==> src/rtl/shift_rows_serial_pkg.sv <==
// Shared AES definitions: default sizes, state geometry and the ShiftRows index map.
package shift_rows_serial_pkg;

    localparam int unsigned WORD_SIZE  = 8;
    localparam int unsigned ARRAY_SIZE = 16;
    localparam int unsigned NB_ROWS    = 4;
    localparam int unsigned NB_COLS    = 4;

    localparam int unsigned ROW_W = $clog2(NB_ROWS);
    localparam int unsigned COL_W = $clog2(NB_COLS);
    localparam int unsigned IDX_W = ROW_W + COL_W;
    localparam int unsigned NB_BANKS = 2;

    typedef logic [IDX_W-1:0] idx_t;
    typedef logic [ROW_W-1:0] row_t;
    typedef logic [COL_W-1:0] col_t;

    // Column-major byte position: k = NB_ROWS*c + r.
    typedef struct packed {
        col_t col;
        row_t row;
    } pos_t;

    // Output byte k' = 4c+r is taken from stored input byte 4*((c+r) mod 4)+r.
    function automatic idx_t src_index(input idx_t k);
        pos_t dst;
        pos_t src;
        dst     = pos_t'(k);
        src.row = dst.row;
        src.col = COL_W'(dst.col + COL_W'(dst.row));
        return idx_t'(src);
    endfunction

endpackage

==> src/rtl/shift_rows_bank.sv <==
// One 16-entry state bank: single write port, asynchronous single read port.
module shift_rows_bank
    import shift_rows_serial_pkg::*;
#(
    parameter int unsigned word_size  = WORD_SIZE,
    parameter int unsigned array_size = ARRAY_SIZE
) (
    input  logic                 clk,
    input  logic                 rst,
    input  logic                 wr_en,
    input  idx_t                 wr_addr,
    input  logic [word_size-1:0] wr_data,
    input  idx_t                 rd_addr,
    output logic [word_size-1:0] rd_data
);

    logic [word_size-1:0] mem [array_size];

    // Storage: cleared on reset, one byte written per accepted input.
    always_ff @(posedge clk or negedge rst) begin
        if (!rst) begin
            for (int unsigned i = 0; i < array_size; i++) begin
                mem[i] <= '0;
            end
        end else if (wr_en) begin
            mem[wr_addr] <= wr_data;
        end
    end

    // Read is combinational so the first byte is visible the cycle the bank fills.
    assign rd_data = mem[rd_addr];

endmodule

==> src/rtl/shift_rows_serial.sv <==
// Byte-serial AES ShiftRows with ping-pong banks: one bank fills while the other drains.
module shift_rows_serial
    import shift_rows_serial_pkg::*;
#(
    parameter int unsigned word_size  = WORD_SIZE,
    parameter int unsigned array_size = ARRAY_SIZE
) (
    input  logic                 clk,
    input  logic                 rst,
    input  logic                 en,
    input  logic [word_size-1:0] in_data,
    input  logic                 in_valid,
    output logic                 in_ready,
    output logic [word_size-1:0] out_data,
    output logic                 out_valid,
    input  logic                 out_ready,
    output logic                 out_last
);

    localparam idx_t LAST_IDX = IDX_W'(array_size - 1);

    logic [NB_BANKS-1:0]  full;
    logic [NB_BANKS-1:0]  full_next;
    logic                 wr_bank;
    logic                 rd_bank;
    idx_t                 wr_cnt;
    idx_t                 rd_cnt;
    idx_t                 rd_addr;
    logic                 in_fire;
    logic                 out_fire;
    logic                 wr_wrap;
    logic                 rd_wrap;
    logic [word_size-1:0] bank_rd [NB_BANKS];

    // Handshakes are gated by reset and enable so nothing moves while either is low.
    assign in_ready  = rst & en & ~full[wr_bank];
    assign out_valid = rst & en & full[rd_bank];
    assign in_fire   = in_valid & in_ready;
    assign out_fire  = out_valid & out_ready;

    assign wr_wrap = (wr_cnt == LAST_IDX);
    assign rd_wrap = (rd_cnt == LAST_IDX);

    // The permutation lives entirely in the read address.
    assign rd_addr  = src_index(rd_cnt);
    assign out_last = out_valid & rd_wrap;
    assign out_data = out_valid ? bank_rd[rd_bank] : '0;

    // Two banks sharing the read address; only the write-selected bank accepts data.
    for (genvar b = 0; b < NB_BANKS; b++) begin : g_bank
        shift_rows_bank #(
            .word_size  (word_size),
            .array_size (array_size)
        ) u_bank (
            .clk     (clk),
            .rst     (rst),
            .wr_en   (in_fire & (wr_bank == 1'(b))),
            .wr_addr (wr_cnt),
            .wr_data (in_data),
            .rd_addr (rd_addr),
            .rd_data (bank_rd[b])
        );
    end

    // Full flags: the filling bank and the draining bank are always distinct, so set and clear can share an edge.
    always_comb begin
        full_next = full;
        if (in_fire && wr_wrap) begin
            full_next[wr_bank] = 1'b1;
        end
        if (out_fire && rd_wrap) begin
            full_next[rd_bank] = 1'b0;
        end
    end

    // Write side: byte counter and bank pointer advance on each accepted input byte.
    always_ff @(posedge clk or negedge rst) begin
        if (!rst) begin
            wr_cnt  <= '0;
            wr_bank <= 1'b0;
        end else if (in_fire) begin
            if (wr_wrap) begin
                wr_cnt  <= '0;
                wr_bank <= ~wr_bank;
            end else begin
                wr_cnt <= wr_cnt + idx_t'(1);
            end
        end
    end

    // Read side: byte counter and bank pointer advance on each accepted output byte.
    always_ff @(posedge clk or negedge rst) begin
        if (!rst) begin
            rd_cnt  <= '0;
            rd_bank <= 1'b0;
        end else if (out_fire) begin
            if (rd_wrap) begin
                rd_cnt  <= '0;
                rd_bank <= ~rd_bank;
            end else begin
                rd_cnt <= rd_cnt + idx_t'(1);
            end
        end
    end

    // Bank occupancy register.
    always_ff @(posedge clk or negedge rst) begin
        if (!rst) begin
            full <= '0;
        end else begin
            full <= full_next;
        end
    end

endmodule

==> config.mk <==
export PLATFORM = sky130hd
export DESIGN_NAME = shift_rows_serial
export DESIGN_NICKNAME = d
export VERILOG_FILES = /design/src/rtl/shift_rows_serial_pkg.sv /design/src/rtl/shift_rows_bank.sv /design/src/rtl/shift_rows_serial.sv
export SDC_FILE = /design/constraint.sdc
export NUM_CORES = 1
export LEC_CHECK = 0
export BUFFER_PORTS_ARGS = -buffer_cell sky130_fd_sc_hd__buf_4
export CORE_ASPECT_RATIO = 0.6
export CORE_MARGIN = 3
export CORE_UTILIZATION = 40
export CTS_BUF_LIST = sky130_fd_sc_hd__clkbuf_16
export CTS_CLUSTER_SIZE = 16
export DETAILED_ROUTE_END_ITERATION = 8
export PLACE_DENSITY_LB_ADDON = 0.1
export SYNTH_ARGS = -nofsm -noshare
export SYNTH_HDL_FRONTEND = slang
export SYNTH_SLANG_ARGS = --single-unit
==> constraint.sdc <==
create_clock -name clk -period 3.5 [get_ports clk]
set_clock_uncertainty 0.2 [all_clocks]
set_input_delay 0.525 -clock clk [delete_from_list [all_inputs] [get_ports clk]]
set_output_delay 0.525 -clock clk [all_outputs]
set_load 0.01 [all_outputs]
==> results of run 1 <==
worst max path at each step:
stage | cells after the start | slack [ps] | end
after floorplan | 7 | 720 | out_data[2]
after global placement | 8 | 90 | out_data[6]
after detailed placement | 8 | 160 | out_data[6]
after CTS | 6 | -80 | out_data[3]
after global routing | 8 | -110 | out_data[7]
final | 8 | -60 | out_data[7]
layer usage:
metal | vias up | part of all wire [%]
li1 | 3459 | -
met1 | 4291 | 49
met2 | 270 | 42
met3 | 33 | 7.2
met4 | 0 | 1.2
met5 | - | 0
area by class of cell:
class	instances	area, um2
Fill cell	2633	15640
Sequential cell	268	6711
Multi-Input combinational cell	571	5961
Timing Repair Buffer	74	863.3
Clock buffer	27	675.6
Tap cell	408	510.5
Clock inverter	22	211.5
Inverter	5	20.02
cells in the mapped netlist, types with 3 or more instances:
master and number:
mux2_1 12, nand2b_1 3, buf_6 4, a221o_1 3, a2bb2oi_1 3, buf_2 20, nor3_1 3, clkbuf_1 33
dfrtp_1 268, xnor2_1 3, a21o_1 3, a21oi_1 20, a221oi_1 13, a31oi_1 3, xnor2_2 3, nor2b_1 8
mux2i_1 24, and2_1 3, a2111oi_0 3, mux4_2 38, clkinv_1 3, o21ai_0 14, nand2_1 61, o31ai_1 4
nand3_1 14, o211ai_1 5, a211oi_1 8, and2_0 4, o221ai_1 4, mux2_2 265, buf_4 7, nor2_1 16
ha_1 6
through the flow:
| step | hold slack [ps] | instance area, um2 | total power, mW |
|---|---|---|---|
| 4_1_cts | 68.01 | 14750 | 9.834 |
| 3_3_place_gp | 270.8 | 13310 | 6.234 |
| 5_1_grt | 97.88 | 14950 | 10.34 |
| 3_5_place_dp | 283.2 | 13310 | 6.328 |
| 2_1_floorplan | 29.41 | 12700 | 5.597 |
| 6_report | 97.90 | 14950 | 9.889 |
critical path, stage by stage, from the launching register on:
cell	delay, ps
dfrtp_4	510
ha_4	340
buf_12	160
buf_12	130
buf_6	90
mux4_2	300
a221o_1	420
a2bb2oi_2	180
buf_4	160
flip-flops by register name, indices dropped and copies added (netlist names):
register	count
rd_cnt	4
g_bank.u_bank.mem	256
wr_bank	1
full	2
rd_bank	1
wr_cnt	4
power breakdown:
group	total, mW	switching [mW]	internal (mW)	leakage, nW
Clock	2.93	1.23	1.70	0.468
Combinational	3.01	1.43	1.58	2.77
Sequential	3.95	0.301	3.65	3.66
timing repair:
action / CTS / global route
gates resized for setup: 49 / 27
hold endpoints to repair: 39 / 0
setup endpoints to repair: 8 / 8
hold buffers: 1 / 0
setup buffers: 15 / 5
gates cloned: 4 / 0
pin swaps: 6 / 4
cell families after synthesis:
| kind of cell | Yosys count |
|---|---|
| AND/OR/NAND/NOR | 121 |
| AO/OA/AOI/OAI | 97 |
| XOR/XNOR | 8 |
| adder cells (fa/ha/maj) | 6 |
| multiplexers | 339 |
| flip-flops | 268 |
| buffers and inverters | 70 |
==> results by group, run 1 <==
Outcome
  • Status: finished with violations
  • Failing checks: negative setup slack

Timing
  • Final WS setup: -61.95 ps
  • Max Fclk: 280.7 MHz
  • Worst slew pin tran: 1074 ps
  • Slew Limit Fails: 0
  • RSZ-0062 raised after global routing: true
  • Relative slew slack: 28.39%
  • Post-Route Setup TNS: -143.5 ps
  • Setup-failing EPs final: 4
  • Tmin final: 3562 ps
  • Fin crit share: 101.8%
  • Final Hold Viols: 0

Critical path
  • Worst r2r path cells: 4
  • Critical path type: reg -> out
  • FF-to-FF Start: wr_bank
  • Critical path capture point type: output port
  • Worst Path Max Fanout: 6
  • R2R setup slack: 720 ps
  • Critical Path Source: rd_cnt[0]
  • WP data arrival: 2840 ps
  • CP Launch Type: flop
  • Worst path required time: 2770 ps
  • Reg-to-reg critical path endpoint: g_bank[1].u_bank.mem[21]

Die
  • Core ar.: 30,590 um2
  • Rows: 49
  • Die area: 33,980 um2
  • # IOs: 24
  • Die Wd: 236 um
  • Initial Utilization: 41.50%
  • Die height: 144 um

Synthesis
  • Yosys warns: 0
  • Largest family of logic cells by synthesized area: multiplexers
  • Asr flop ratio synth: 100.0%
  • Simple-Gate Fraction of Synth Area: 4.445%
  • Seq/Total Area, Yosys: 52.82%
  • Xor and xnor area share after synthesis: 0.7293%
  • Synth Area in Compound Gates: 5.499%
  • Syn Nets: 928
  • Cell taking the most area after synthesis: dfrtp_1
  • Mapped cell area: 12,700 um2
  • Post-synth top flop: dfrtp_1
  • Mux contribution to synthesized area: 33.20%
  • Synth Area in Adders: 0.5913%
  • Avg Cell Area, Syn: 13.97 um2
  • Netlist cell types: 54
  • Post-Syn Instances: 909
  • Yosys top cell area share: 52.82%
  • Register bit count reported by yosys: 268
  • Top post-synthesis cells by area: dfrtp_1, mux2_2, mux4_2
  • Number of synthesized flops with an enable pin: 0

Placement
  • Final HPWL DP: 23,040 um
  • Setup slack at placement: 161.7 ps
  • Gpl congestion: 0.8397
  • Port bufs: 23
  • Dpl cells: 1,301

Final layout
  • Share of layout cells above drive strength 1: 47.57%
  • Commonest non-fill, non-tap cell in the layout: dfrtp_1
  • Diode count: 0
  • Final core utilization: 48.88%
  • Most frequent cells in the layout: dfrtp_1, mux2_2, nand2_1, buf_4, mux4_2
  • Layout area overhead: 17.78%
  • Final net count: 966
  • Non-Filler Instances: 1,375

CTS
  • Clock Sinks: 268
  • Clock Tree Root: clkbuf_16
  • Num CTS Buffers: 27
  • Clock buffer depth: 3
  • Worst-path clk slew: 70 ps
  • CTS tree: built
  • Max H-tree Level: 1
  • Worst-skew pair later-pin latency: 540 ps

Drt
  • DRT iter0 DRCs: 750
  • Vias per std cell: 5.857
  • TritonRoute pass-1 iters: 5
  • # DRC: 0
  • Routed wire length per instance: 25.97 um
  • Routed Antenna Nets: 0
  • Routed WL: 35,710 um
  • Vias: 8,053

Power and ir drop
  • Power Density: 661.3 nW/um2
  • Peak VDD IR: 0.3628 mV
  • Pleak: 6.897 nW

Min path
  • Worst Hold Launch: out_ready
  • Hold EP: rd_cnt[3]
  • Hold Path Stages: 3
  • Type of the tightest min-delay check: in -> reg

GRT
  • Met2 Track Usage GR: 31.09%
  • First-pass GRT wire length: 54,650 um
  • Largest net degree at the start of global routing: 185
  • Tot GR Track Use: 21.29%
  • Vias in the first global route: 8,398
  • Most used routing layer: met1
  • Met1 Usage GRT: 33.49%
  • Met3 Track Usage GR: 3.983%
  • Initial antenna violation count: 0
  • Gr ovfl total: 0

Flow run
  • Maxcap violations: 0
Power figures use the tool's default switching activity.
==> run 2: changes to the inputs <==
--- a/config.mk
+++ b/config.mk
@@ -6,13 +6,15 @@
 export NUM_CORES = 1
 export LEC_CHECK = 0
 export BUFFER_PORTS_ARGS = -buffer_cell sky130_fd_sc_hd__buf_4
+export CELL_PAD_IN_SITES_DETAIL_PLACEMENT = 0
+export CELL_PAD_IN_SITES_GLOBAL_PLACEMENT = 1
 export CORE_ASPECT_RATIO = 0.6
 export CORE_MARGIN = 3
 export CORE_UTILIZATION = 40
 export CTS_BUF_LIST = sky130_fd_sc_hd__clkbuf_16
 export CTS_CLUSTER_SIZE = 16
 export DETAILED_ROUTE_END_ITERATION = 8
-export PLACE_DENSITY_LB_ADDON = 0.1
+export PLACE_DENSITY = 0.72
 export SYNTH_ARGS = -nofsm -noshare
 export SYNTH_HDL_FRONTEND = slang
 export SYNTH_SLANG_ARGS = --single-unit
==> run 2 against run 1 <==
Effect of this change:
- the run still ends with negative setup slack left
- clock power down 9.2%
- sequential share of layout area up 0.68 points
- core utilization down 0.71 points
- fmax up 1.2%
- worst setup slack better by 42 ps
- combinational power down 6%
- critical path depth up 1
- worst hold slack better by 11 ps
- first-iteration DRC count down 18%
- power down 4.2%
- non-clock buffer count down 6
- register-to-register slack better by 80 ps
- critical path type unchanged
- critical endpoint is now out_data[5]
==> results by group, run 2 (synthesis gave the netlist of run 1 again) <==
Outcome
  • Status: finished with violations (unchanged)
  • Failing checks: negative setup slack (unchanged)

Timing
  • Fin crit share: 100.6% (was 101.8%)
  • RSZ-0062 raised after global routing: true (unchanged)
  • Slew Limit Fails: 0 (unchanged)
  • Final Hold Viols: 0 (unchanged)
  • Max Fclk: 284.1 MHz (was 280.7 MHz)
  • Tmin final: 3520 ps (was 3562 ps)
  • Final WS setup: -20.38 ps (was -61.95 ps)
  • WHS: 109.2 ps (was 97.90 ps)
  • Relative slew slack: 35.72% (was 28.39%)
  • Setup-failing EPs final: 3 (was 4)
  • Worst slew pin tran: 964.2 ps (was 1074 ps)

GRT
  • Initial antenna violation count: 0 (unchanged)
  • Tot GR Track Use: 20.26% (was 21.29%)
  • Gr ovfl total: 0 (unchanged)
  • First-pass GRT wire length: 52,180 um (was 54,650 um)
  • Largest net degree at the start of global routing: 175 (was 185)
  • Vias in the first global route: 8,006 (was 8,398)

Die
  • Die height: 144 um (unchanged)
  • Core ar.: 30,590 um2 (unchanged)
  • Die Wd: 236 um (unchanged)
  • Initial Utilization: 41.50% (unchanged)
  • # IOs: 24 (unchanged)
  • Rows: 49 (unchanged)
  • Die area: 33,980 um2 (unchanged)

Placement
  • Port bufs: 23 (unchanged)
  • Gpl congestion: 0.8895 (was 0.8397)
  • Placed Area: 13,300 um2 (was 13,310 um2)
  • Final HPWL DP: 21,650 um (was 23,040 um)

Critical path
  • Critical path buffers and inverters: 3 (was 4)
  • Critical path capture point type: output port (unchanged)
  • Top cell by count, worst path: buf_4 (was buf_12)
  • Family with the most delay on the worst path: compound AO/OA/AOI/OAI gates (unchanged)
  • WP data arrival: 2800 ps (was 2840 ps)
  • Reg-to-reg critical path endpoint: g_bank[0].u_bank.mem[0] (was g_bank[1].u_bank.mem[21])
  • Critical path type: reg -> out (unchanged)
  • R2R setup slack: 800 ps (was 720 ps)
  • CP max-delay cell: dfrtp_4 (unchanged)
  • Worst Path Max Fanout: 10 (was 6)
  • Critical Path Source: rd_cnt[0] (unchanged)
  • FF-to-FF Start: wr_bank (unchanged)
  • Stages on worst setup path: 9 (was 8)
  • CP endpoint: out_data[5] (was out_data[7])
  • Peak per-stage delay on the critical path: 560 ps (was 510 ps)
  • Worst path required time: 2770 ps (about the same)
  • Crit-path cells: ha_4 -> xnor2_4 -> buf_12 -> buf_4 -> a22oi_1 -> a211o_1 -> a21boi_1 -> o32a_1 -> buf_4 (was ha_4 -> buf_12 -> buf_12 -> buf_6 -> mux4_2 -> a221o_1 -> a2bb2oi_2 -> buf_4)
  • CP Launch Type: flop (unchanged)
  • Worst r2r path cells: 5 (was 4)

Flow run
  • Maxcap violations: 0 (unchanged)

Drt
  • Vias: 7,860 (was 8,053)
  • Routed WL: 33,800 um (was 35,710 um)
  • # DRC: 0 (unchanged)
  • Routed wire length per instance: 24.74 um (was 25.97 um)
  • DRT iter0 DRCs: 616 (was 750)
  • Routed Antenna Nets: 0 (unchanged)
  • Vias per std cell: 5.754 (was 5.857)
  • TritonRoute pass-1 iters: 7 (was 5)

Power and ir drop
  • Int Pwr: 6.577 mW (was 6.926 mW)
  • Sequential Power Share: 41.9% (was 40.0%)
  • Sw Pwr: 2.895 mW (was 2.963 mW)
  • Clock power share: 28.1% (was 29.6%)
  • Power Total: 9.472 mW (was 9.889 mW)
  • Power Density: 642.8 nW/um2 (was 661.3 nW/um2)
  • Pleak: 6.795 nW (was 6.897 nW)
  • Switch share: 30.56% (was 29.96%)
  • Gate power share: 30.0% (was 30.4%)
  • Peak VDD IR: 0.3174 mV (was 0.3628 mV)

Final layout
  • Layout area overhead: 16.06% (was 17.78%)
  • Layout fillers: 2,685 (was 2,633)
  • Max reg flops: 256 (unchanged)
  • Most frequent cells in the layout: dfrtp_1, mux2_2, nand2_1, buf_4, mux4_2 (unchanged)
  • Final net count: 958 (was 966)
  • Most flops, register: g_bank.u_bank.mem (unchanged)
  • Design Area, Final: 14,740 um2 (was 14,950 um2)
  • Largest regs: g_bank.u_bank.mem x256, rd_cnt x4, wr_cnt x4 (unchanged)
  • Commonest non-fill, non-tap cell in the layout: dfrtp_1 (unchanged)
  • Diode count: 0 (unchanged)
  • Share of layout cells above drive strength 1: 48.12% (was 47.57%)

CTS
  • Max H-tree Level: 1 (unchanged)
  • CTS tree: built (unchanged)
  • Clock buffer depth: 3 (unchanged)
  • Worst-skew pair later-pin latency: 540 ps (about the same)
  • Clock Sinks: 268 (unchanged)
  • Worst-path clk slew: 70 ps (about the same)
  • Clock Tree Root: clkbuf_16 (unchanged)
  • Num CTS Buffers: 25 (was 27)

Min path
  • Type of the tightest min-delay check: in -> reg (unchanged)
==> run 2: stage by stage <==
step	TNS [ps]	util (%)	setup slack (ps)	std cells
2_1_floorplan	0	-	717.6	909
4_1_cts	-70.95	47.63	-41.67	1361
6_report	-43.55	48.17	-20.38	1366
5_1_grt	-451.4	48.17	-86.63	1366
3_5_place_dp	0	43.46	289.6	1300
3_3_place_gp	0	43.46	266.9	1300
==> run 2: how the worst min path moves through the flow <==
stage / from / to / slack (ps) / cells after the start
3_5_place_dp: rst / g_bank[1].u_bank.mem[60] / 190 / 1
4_1_cts: out_ready / rd_cnt[3] / 70 / 3
3_3_place_gp: rst / g_bank[1].u_bank.mem[60] / 190 / 1
5_1_grt: out_ready / rd_cnt[3] / 110 / 3
6_report: out_ready / rd_cnt[3] / 110 / 3
2_1_floorplan: rst / full[0] / 30 / 0
==> run 2: worst register-to-register path, cell delays in order, from the launching register on <==
cell and delay (ps):
dfrtp_1 530, mux2_2 420, nor2_4 220, nand3_1 180, nor2_2 610, mux2_2 420
==> run 2: layout make-up <==
cell class / count / area (um2) / area share (%)
Sequential cell: 268 / 6714 / 45.56
Multi-Input combinational cell: 571 / 5951 / 40.38
Timing Repair Buffer: 68 / 759.5 / 5.154
Clock buffer: 25 / 625.6 / 4.246
Tap cell: 408 / 510.5 / 3.464
Clock inverter: 21 / 152.6 / 1.036
Inverter: 5 / 22.52 / 0.1528
==> run 2: power by group through the flow <==
stage	sequential, mW	clock (mW)	combinational [mW]
2_1_floorplan	3.89	0	1.71
3_3_place_gp	3.98	0	2.29
3_5_place_dp	4.00	0	2.31
4_1_cts	3.96	2.73	2.74
5_1_grt	4.04	2.86	3.04
6_report	3.97	2.66	2.84
==> run 2: what timing repair did <==
item | CTS | global route
setup endpoints to repair | 8 | 8
buffers inserted | 9 | 4
pin swaps | 10 | 8
resized for setup | 47 | 28
cloned | 5 | 1
hold endpoints to repair | 25 | 0
hold buffers | 1 | 0
==> run 2: routing by layer <==
metal,part of all wire [%],vias up,GRT usage [%],routed length (um)
met5,0,-,0,0
met4,1.7,0,3.293,558
met3,6.9,43,5.451,2322
met2,40,229,27.87,13480
met1,52,4145,32.16,17440
li1,-,3443,-,-
==> run 3: changes to the inputs <==
==> constraint.sdc (replaced) <==
create_clock -name clk -period 4.35 [get_ports clk]
set_clock_uncertainty 0.2 [all_clocks]
set_input_delay 0.6525 -clock clk [delete_from_list [all_inputs] [get_ports clk]]
set_output_delay 0.6525 -clock clk [all_outputs]
set_load 0.01 [all_outputs]
==> run 3 against run 2 <==
Effect of this change:
- the run now ends clean
- global-route usage decreased by 1.1 points
- core utilization decreased by 2.7 points
- clock power decreased by 26%
- sequential share of layout area increased by 2.7 points
- first-iteration DRC count decreased by 19%
- worst setup slack improved by 330 ps
- critical path type unchanged
- largest cell class unchanged
==> results by group, run 3 (synthesis gave the netlist of run 1 again) <==
CTS
  • Worst-path clk slew: 60 ps (was 70 ps)
  • Clock Sinks: 268 (unchanged)
  • Worst-skew pair later-pin latency: 530 ps (was 540 ps)
  • Clock buffer depth: 3 (unchanged)
  • CTS tree: built (unchanged)
  • Postcts setup bufs: 0 (was 9)
  • Max H-tree Level: 1 (unchanged)
  • Clock Tree Root: clkbuf_16 (unchanged)
  • Num CTS Buffers: 25 (unchanged)

Timing
  • Relative slew slack: 34.78% (was 35.72%)
  • Max Fclk: 247.7 MHz
  • Final Hold Viols: 0 (unchanged)
  • RSZ-0062 raised after global routing: false (was true)
  • Worst slew pin tran: 978.3 ps (was 964.2 ps)
  • Slew Limit Fails: 0 (unchanged)
  • Tmin final: 4038 ps
  • Fin crit share: 92.82%
  • Setup-failing EPs final: 0 (was 3)
  • Post-Route Setup TNS: 0 ps (was -43.55 ps)

Critical path
  • WP data arrival: 3190 ps (was 2800 ps)
  • Critical path buffers and inverters: 2 (was 3)
  • Crit-path cells: ha_2 -> buf_4 -> mux2_2 -> o221ai_1 -> a211oi_1 -> o32a_1 -> buf_4 (was ha_4 -> xnor2_4 -> buf_12 -> buf_4 -> a22oi_1 -> a211o_1 -> a21boi_1 -> o32a_1 -> buf_4)
  • Worst r2r path cells: 5 (unchanged)
  • CP Launch Type: flop (unchanged)
  • Peak per-stage delay on the critical path: 640 ps (was 560 ps)
  • Stages on worst setup path: 7 (was 9)
  • Critical path capture point type: output port (unchanged)
  • Family with the most delay on the worst path: compound AO/OA/AOI/OAI gates (unchanged)
  • Worst path required time: 3500 ps (was 2770 ps)
  • Critical path type: reg -> out (unchanged)
  • CP max-delay cell: ha_2 (was dfrtp_4)
  • Worst Path Max Fanout: 22 (was 10)
  • Top cell by count, worst path: buf_4 (unchanged)

Final layout
  • Max reg flops: 256 (unchanged)
  • Largest regs: g_bank.u_bank.mem x256, rd_cnt x4, wr_cnt x4 (unchanged)
  • Most flops, register: g_bank.u_bank.mem (unchanged)
  • Diode count: 0 (unchanged)
  • Final core utilization: 45.48% (was 48.17%)
  • Non-Filler Instances: 1,331 (was 1,366)
  • Share of layout cells above drive strength 1: 40.95% (was 48.12%)
  • Layout area overhead: 9.589% (was 16.06%)
  • Most frequent cells in the layout: dfrtp_1, mux2_2, nand2_1, mux4_2, buf_4 (was dfrtp_1, mux2_2, nand2_1, buf_4, mux4_2)
  • Final net count: 928 (was 958)
  • Commonest non-fill, non-tap cell in the layout: dfrtp_1 (unchanged)

Power and ir drop
  • Power Density: 502.6 nW/um2 (was 642.8 nW/um2)
  • Pleak: 6.471 nW (was 6.795 nW)
  • Power Total: 6.992 mW (was 9.472 mW)
  • Peak VDD IR: 0.2854 mV (was 0.3174 mV)

Placement
  • Gpl congestion: 0.8822 (was 0.8895)
  • Dpl cells: 1,289 (was 1,300)
  • Port bufs: 23 (unchanged)
  • Final HPWL DP: 21,330 um (was 21,650 um)

Drt
  • Vias: 7,656 (was 7,860)
  • TritonRoute pass-1 iters: 4 (was 7)
  • Routed wire length per instance: 24.23 um (was 24.74 um)
  • Routed Antenna Nets: 0 (unchanged)
  • # DRC: 0 (unchanged)
  • Vias per std cell: 5.752 (was 5.754)
  • Routed WL: 32,250 um (was 33,800 um)
  • DRT iter0 DRCs: 496 (was 616)

Min path
  • Hold Path Stages: 3 (unchanged)
  • Type of the tightest min-delay check: in -> reg (unchanged)

Flow run
  • Maxcap violations: 0 (unchanged)

Outcome
  • Status: finished clean (was finished with violations)

GRT
  • Gr ovfl total: 0 (unchanged)
  • Largest net degree at the start of global routing: 88 (was 175)
  • Tot GR Track Use: 19.16% (was 20.26%)
  • Vias in the first global route: 7,779 (was 8,006)
  • First-pass GRT wire length: 49,940 um (was 52,180 um)
  • Initial antenna violation count: 0 (unchanged)

Die
  • Core ar.: 30,590 um2 (unchanged)
  • Initial Utilization: 41.50% (unchanged)
  • # IOs: 24 (unchanged)
  • Rows: 49 (unchanged)
  • Die height: 144 um (unchanged)
  • Die area: 33,980 um2 (unchanged)
  • Die Wd: 236 um (unchanged)
run 3: changes by cell type in the layout (fill, tap and decap cells not counted), sizes merged:
| cell | before | now |
|---|---|---|
| clkinv | 15 | 10 |
| clkinvlp | 1 | 0 |
| buf | 63 | 37 |
| inv | 8 | 11 |
| bufinv | 2 | 0 |
| bufbuf | 4 | 0 |
run 3: worst register-to-register path, stage by stage, from the launching register on:
cell,delay [ps]
dfrtp_1,470
mux2_2,440
nor2_4,210
nand3_1,160
nor2_2,560
mux2_2,420
run 3: layout make-up:
type | instances | area [um2]
tap | 408 | 510.5
inverter | 5 | 18.77
timing repair buffer | 38 | 320.3
fill | 2768 | 16680
clock buffer | 25 | 625.6
sequential | 268 | 6714
multi-input combinational | 571 | 5659
clock inverter | 16 | 65.06
run 3: per-stage QoR:
stage / area, um2 / setup WS, ps / hold slack (ps)
2_1_floorplan: 12700 / 1440 / 156.9
5_1_grt: 13910 / 179.1 / 250.7
3_5_place_dp: 13200 / 751.6 / 278.1
3_3_place_gp: 13200 / 799.7 / 272.4
6_report: 13910 / 312.3 / 249.2
4_1_cts: 13900 / 164.0 / 215.6
run 3: what timing repair did:
action                                  CTS  global route
endpoints found under the setup margin    0             1
hold buffers                              1             0
gates resized for setup                   0             1
endpoints found under the hold margin    24             0
run 3: routing by layer:
layer	global-route usage, %	vias up	wire [um]
met5	0	-	0
li1	-	3370	-
met4	2.973	0	433
met3	4.288	36	1861
met1	31.17	4091	17170
met2	26.14	159	12790
run 3: where the power goes:
| group | switching (mW) | internal, mW | total (mW) |
|---|---|---|---|
| Clock | 0.942 | 1.03 | 1.97 |
| Combinational | 0.962 | 0.880 | 1.84 |
| Sequential | 0.238 | 2.94 | 3.18 |
| Total | 2.14 | 4.85 | 6.99 |
run 3: final timing paths:
path,from,to,slack (ps)
worst min-delay path,out_ready,rd_cnt[3],250
min in group asynchronous,rst,g_bank[1].u_bank.mem[55],360
max in group asynchronous,rst,rd_cnt[0],1680
worst max-delay path,rd_cnt[0],out_data[5],310
worst max register to register,wr_bank,g_bank[0].u_bank.mem[2],1790
worst min register to register,g_bank[1].u_bank.mem[24],g_bank[1].u_bank.mem[24],290
